===== config.mk =====
export PLATFORM = sky130hd
export DESIGN_NAME = cp0_access_ctrl
export DESIGN_NICKNAME = d
export VERILOG_FILES = /design/src/rtl/cp0_access_ctrl.sv
export SDC_FILE = /design/constraint.sdc
export NUM_CORES = 1
export LEC_CHECK = 0
export BUFFER_PORTS_ARGS = -buffer_cell sky130_fd_sc_hd__clkbuf_2
export CAP_MARGIN = 15
export CORE_UTILIZATION = 55
export DETAILED_ROUTE_END_ITERATION = 16
export PLACE_DENSITY = 0.91
export SLEW_MARGIN = 0
export SYNTH_ARGS = -nofsm -noshare
export SYNTH_HDL_FRONTEND = slang
export SYNTH_SLANG_ARGS = --single-unit

===== constraint.sdc =====
create_clock -name clk -period 4.5 [get_ports clk]
set_clock_uncertainty 0.2 [all_clocks]
set_input_delay 0.675 -clock clk [delete_from_list [all_inputs] [get_ports clk]]
set_output_delay 0.675 -clock clk [all_outputs]
set_load 0.02 [all_outputs]

===== src/rtl/cp0_access_ctrl.sv =====
// Sequencer that serialises exception entry, ERET and MTC0 into single-register
// CP0 transactions, with pipeline stall, flush and redirect generation.
module cp0_access_ctrl (
  input  logic        clk,
  input  logic        rst,
  input  logic        exc_valid,
  input  logic [4:0]  exc_code,
  input  logic [31:0] exc_pc,
  input  logic        exc_in_delay_slot,
  input  logic        exc_has_badvaddr,
  input  logic [31:0] exc_bad_vaddr,
  input  logic        eret_valid,
  input  logic        mtc0_valid,
  input  logic [7:0]  mtc0_addr,
  input  logic [31:0] mtc0_data,
  input  logic [7:0]  mfc0_addr,
  input  logic [31:0] cp0_read_data,
  output logic [7:0]  cp0_read_addr,
  output logic        cp0_write_en,
  output logic [7:0]  cp0_write_addr,
  output logic [31:0] cp0_write_data,
  output logic        busy,
  output logic        flush,
  output logic        redirect_valid,
  output logic [31:0] redirect_pc
);

  localparam logic [7:0]  ADDR_STATUS = 8'h60;
  localparam logic [7:0]  ADDR_CAUSE  = 8'h68;
  localparam logic [7:0]  ADDR_EPC    = 8'h70;
  localparam logic [7:0]  ADDR_BADVA  = 8'h40;
  localparam logic [31:0] EXC_VECTOR  = 32'hBFC00380;

  typedef enum logic [3:0] {
    IDLE, EX_RD_ST, EX_WR_ST, EX_WR_CA, EX_WR_EPC, EX_WR_BV,
    ER_RD_EPC, ER_RD_ST, ER_WR_ST, MT_WR, DONE
  } state_e;

  state_e      state_q, state_d;
  logic [4:0]  code_q, code_d;
  logic [31:0] pc_q, pc_d;
  logic        bd_q, bd_d;
  logic        hasbv_q, hasbv_d;
  logic [31:0] bv_q, bv_d;
  logic [7:0]  maddr_q, maddr_d;
  logic [31:0] mdata_q, mdata_d;
  logic        oexl_q, oexl_d;
  logic [31:0] tgt_q, tgt_d;

  always_ff @(posedge clk) begin
    if (rst) begin
      state_q <= IDLE;
      code_q  <= '0;
      pc_q    <= '0;
      bd_q    <= 1'b0;
      hasbv_q <= 1'b0;
      bv_q    <= '0;
      maddr_q <= '0;
      mdata_q <= '0;
      oexl_q  <= 1'b0;
      tgt_q   <= '0;
    end else begin
      state_q <= state_d;
      code_q  <= code_d;
      pc_q    <= pc_d;
      bd_q    <= bd_d;
      hasbv_q <= hasbv_d;
      bv_q    <= bv_d;
      maddr_q <= maddr_d;
      mdata_q <= mdata_d;
      oexl_q  <= oexl_d;
      tgt_q   <= tgt_d;
    end
  end

  always_comb begin
    state_d        = state_q;
    code_d         = code_q;
    pc_d           = pc_q;
    bd_d           = bd_q;
    hasbv_d        = hasbv_q;
    bv_d           = bv_q;
    maddr_d        = maddr_q;
    mdata_d        = mdata_q;
    oexl_d         = oexl_q;
    tgt_d          = tgt_q;
    cp0_read_addr  = mfc0_addr;
    cp0_write_en   = 1'b0;
    cp0_write_addr = '0;
    cp0_write_data = '0;
    flush          = 1'b0;
    redirect_valid = 1'b0;
    redirect_pc    = '0;
    busy           = (state_q != IDLE);

    unique case (state_q)
      IDLE: begin
        if (exc_valid) begin
          state_d = EX_RD_ST;
          code_d  = exc_code;
          pc_d    = exc_pc;
          bd_d    = exc_in_delay_slot;
          hasbv_d = exc_has_badvaddr;
          bv_d    = exc_bad_vaddr;
          tgt_d   = EXC_VECTOR;
        end else if (eret_valid) begin
          state_d = ER_RD_EPC;
        end else if (mtc0_valid) begin
          state_d = MT_WR;
          maddr_d = mtc0_addr;
          mdata_d = mtc0_data;
        end
      end
      EX_RD_ST: begin
        cp0_read_addr = ADDR_STATUS;
        state_d       = EX_WR_ST;
      end
      EX_WR_ST: begin
        // Cause is read here so its value lines up with the EX_WR_CA write.
        cp0_read_addr  = ADDR_CAUSE;
        cp0_write_en   = 1'b1;
        cp0_write_addr = ADDR_STATUS;
        cp0_write_data = cp0_read_data | 32'h2;
        oexl_d         = cp0_read_data[1];
        state_d        = EX_WR_CA;
      end
      EX_WR_CA: begin
        cp0_read_addr  = ADDR_CAUSE;
        cp0_write_en   = 1'b1;
        cp0_write_addr = ADDR_CAUSE;
        cp0_write_data = {(oexl_q ? cp0_read_data[31] : bd_q),
                          cp0_read_data[30:7], code_q, cp0_read_data[1:0]};
        if (!oexl_q)      state_d = EX_WR_EPC;
        else if (hasbv_q) state_d = EX_WR_BV;
        else              state_d = DONE;
      end
      EX_WR_EPC: begin
        cp0_read_addr  = ADDR_EPC;
        cp0_write_en   = 1'b1;
        cp0_write_addr = ADDR_EPC;
        cp0_write_data = bd_q ? (pc_q - 32'd4) : pc_q;
        state_d        = hasbv_q ? EX_WR_BV : DONE;
      end
      EX_WR_BV: begin
        cp0_read_addr  = ADDR_BADVA;
        cp0_write_en   = 1'b1;
        cp0_write_addr = ADDR_BADVA;
        cp0_write_data = bv_q;
        state_d        = DONE;
      end
      ER_RD_EPC: begin
        cp0_read_addr = ADDR_EPC;
        state_d       = ER_RD_ST;
      end
      ER_RD_ST: begin
        cp0_read_addr = ADDR_STATUS;
        tgt_d         = cp0_read_data;
        state_d       = ER_WR_ST;
      end
      ER_WR_ST: begin
        cp0_read_addr  = ADDR_STATUS;
        cp0_write_en   = 1'b1;
        cp0_write_addr = ADDR_STATUS;
        cp0_write_data = cp0_read_data & ~32'h2;
        state_d        = DONE;
      end
      MT_WR: begin
        cp0_write_en   = 1'b1;
        cp0_write_addr = maddr_q;
        cp0_write_data = mdata_q;
        state_d        = IDLE;
      end
      DONE: begin
        flush          = 1'b1;
        redirect_valid = 1'b1;
        redirect_pc    = tgt_q;
        state_d        = IDLE;
      end
      default: state_d = IDLE;
    endcase
  end

endmodule


==> qor.txt <==
status: completed
M3 GR Usage: 6.33%
Post-Syn Instances: 950
FF+latch count, synth: 148
Initial Util: 56.3%
Worst-Margin Slew: 1.13 ns
post-CTS sizing: 0
RSZ-0062 raised after global routing: no
Synth async-reset ratio: 0%
Worst slew margin: 24.6%
clock tree buffer depth: 2
CTS buffer count: 17
clock share of power: 27.3%
worst r2r dst: mdata_q[1]
clk sinks: 148
number of global-route vias before repair: 6563
Critical Path RT: 3.62 ns
Hold Path Origin: bv_q[27]
Net count, final: 1300
Synth warnings: 0
Ant. Diodes: 0
Final Hold Viols: 0
largest net degree at the start of global routing: 90
Max Cap Viol: 0
Flop pwr share: 32.8%
Max FO, Critical Path: 20
Post-synth EDFFs: 0
Detailed Route WL: 22100 um
CTS tree: done
initial antenna violation count: 0
Post-CTS Setup Bufs: 0
Top FF cell, synth: dfxtp_1
Register-to-Register Setup Slack: 1.49 ns
Area after DPL: 8310 um^2
Psw: 2.16 mW
crit-path max cell delay: 0.69 ns
commonest non-fill, non-tap cell in the layout: nand2_1
dpl hpwl: 15500 um
WL/cell: 16.7 um
syn_nets: 1107
sequential area share after synthesis: 41.7%
fin crit share: 86.3%
register area: 2960 um^2
gr busiest metal: met2
Final ANT Viol Nets: 0
CTS root buffer: clkbuf_16
row count: 41
gr usage total: 32.8%
fillcell total: 1032
Hold Path End: bv_q[27]
sum of negative setup slack: 0 ns
Unique masters post-synth: 56
reg2reg start: state_q[0]
sw frac: 40.2%
design area: 8930 um^2
Area Overhead vs Synth: 25.6%
met1 Use GR: 45.0%
clock latency on the worst-skew pair: 0.42 ns
grt ovf: 0
first-iteration detailed-routing DRC count: 890
Die Span X: 116 um
FMAX: 258 MHz
core area: 12600 um^2
area of the multi-input gates: 3800 um^2
Reg clk slew, reported paths: 0.06 ns
first-pass iteration count of the detailed router: 6
via-per-instance ratio: 5.70
minimum clock period: 3.88 ns
H-tree levels: 4
CP Launch Type: register
final non-filler cell total: 1327
Arrival @ worst endpoint: 3.01 ns
# setup viols final: 0
R2R cell count: 6
P_int: 3.22 mW
placed cells: 1295
DIE HEIGHT: 116 um
Residual DRC: 0
Final GP Congestion: 0.932
pwr dens: 603 nW/um^2
WHS Path Cells: 2
Hold Crit Class: register to register
number of I/O pins: 240
CTS Hold Bufs: 0
Max IR drop VDD: 0.365 mV
die area: 13400 um^2
Leak: 3.66 nW
Worst Path Class, Setup: register to output pin
Vias: 7566
Max stage delay cell, worst path: dfxtp_1
Gate power share: 39.9%
Mapped Area: 7110 um^2
CP Capture Type: output pin
met2 GRT Util: 49.7%
most frequent cells in the layout: nand2_1 (265), clkbuf_2 (238), dfxtp_1 (148)
port bufs: 239
Avg Inst Size Synth: 7.48 um^2
crit-path cells: nor2b_1 > nor2b_2 > buf_4 > o2bb2ai_1 > a221oi_1 > o21ai_0 > clkbuf_2
global-route wire length before repair: 33500 um
Final Slew Violations: 0
share of layout cells above drive strength 1: 26.5%
[logic make-up after synthesis]
group | count (synthesis) | synth area share [%]
mux | 4 | 0.581
simple gates | 451 | 29.8
fa+ha+maj | 1 | 0.176
xor+xnor | 25 | 3.08
flops | 148 | 41.7
buf+inv | 87 | 5.05
compound gates | 234 | 19.6
[stage by stage]
step / hold WS [ns] / worst slack, ns / util, % / total power, mW
after global placement: 0.239 / 1.16 / 65.8 / 3.84
after floorplan: 0.231 / 1.59 / - / 3.26
after CTS: 0.252 / 0.664 / 70.7 / 5.36
after detailed placement: 0.244 / 1.09 / 65.8 / 3.89
after global routing: 0.267 / 0.403 / 70.7 / 5.67
final: 0.254 / 0.618 / 70.7 / 5.38
[per-layer routing]
layer / up-vias / wire length (um)
li1: 3652 / -
met4: 0 / 789
met5: - / 0
met1: 3455 / 9380
met3: 51 / 1990
met2: 408 / 9940
[power groups by stage]
| stage | clock network (mW) | logic [mW] | registers [mW] |
|---|---|---|---|
| 2_1_floorplan | 0 | 1.58 | 1.68 |
| 5_1_grt | 1.54 | 2.33 | 1.79 |
| 4_1_cts | 1.48 | 2.13 | 1.76 |
| 3_3_place_gp | 0 | 2.07 | 1.77 |
| 6_report | 1.47 | 2.15 | 1.76 |
| 3_5_place_dp | 0 | 2.11 | 1.78 |
[worst max-delay path by stage]
stage	start	endpoint	slack, ns	depth (start not counted)
after floorplan	pc_q[11]	cp0_write_data[26]	1.59	6
after global placement	state_q[2]	cp0_write_data[26]	1.16	7
after detailed placement	state_q[2]	cp0_write_data[26]	1.09	7
after CTS	state_q[2]	cp0_write_data[26]	0.66	7
after global routing	state_q[2]	cp0_write_data[26]	0.40	7
final	state_q[2]	cp0_write_data[26]	0.62	7
[synth_stat cells (4+ instances only)]
library cell    n  area (um^2)
o21ai_1        15         75.1
inv_1           6         22.5
and3_1          4         25.0
nand2b_1        6         37.5
nor2b_1        10         62.6
dfxtp_1       148         2960
a222oi_1       23          230
a31oi_1         6         37.5
nor4_2          7         87.6
nand3_1        27          135
a21oi_1       144          721
a21o_1          5         37.5
nor2_1         33          124
xor2_1         11         96.3
o21ai_0        15         75.1
nand2_1       266          998
xnor2_1        14          123
buf_2           5         25.0
nor3_1         35          175
clkbuf_1       70          263
a22oi_1         8         60.1
and2_1         36          225
[flip-flops by register name, summed over array words and instances (netlist names)]
register	cells
tgt_q	32
mdata_q	32
bv_q	32
bd_q	1
maddr_q	8
code_q	5
state_q	4
pc_q	32
oexl_q	1
hasbv_q	1
[final cells by class]
class / count / share of cell area [%]
Multi-Input combinational cell: 715 / 42.5
Sequential cell: 148 / 33.2
Timing Repair Buffer: 255 / 14.8
Clock buffer: 22 / 5.09
Tap cell: 172 / 2.41
Clock inverter: 9 / 1.72
Inverter: 6 / 0.252
[worst max-delay path: cells and delay by family (launching register included)]
kind            cells  cell delay (ns)
buf+inv             2             0.54
simple gates        2             0.96
flops               1             0.69
compound gates      3             0.40
Power figures use the tool's default switching activity.
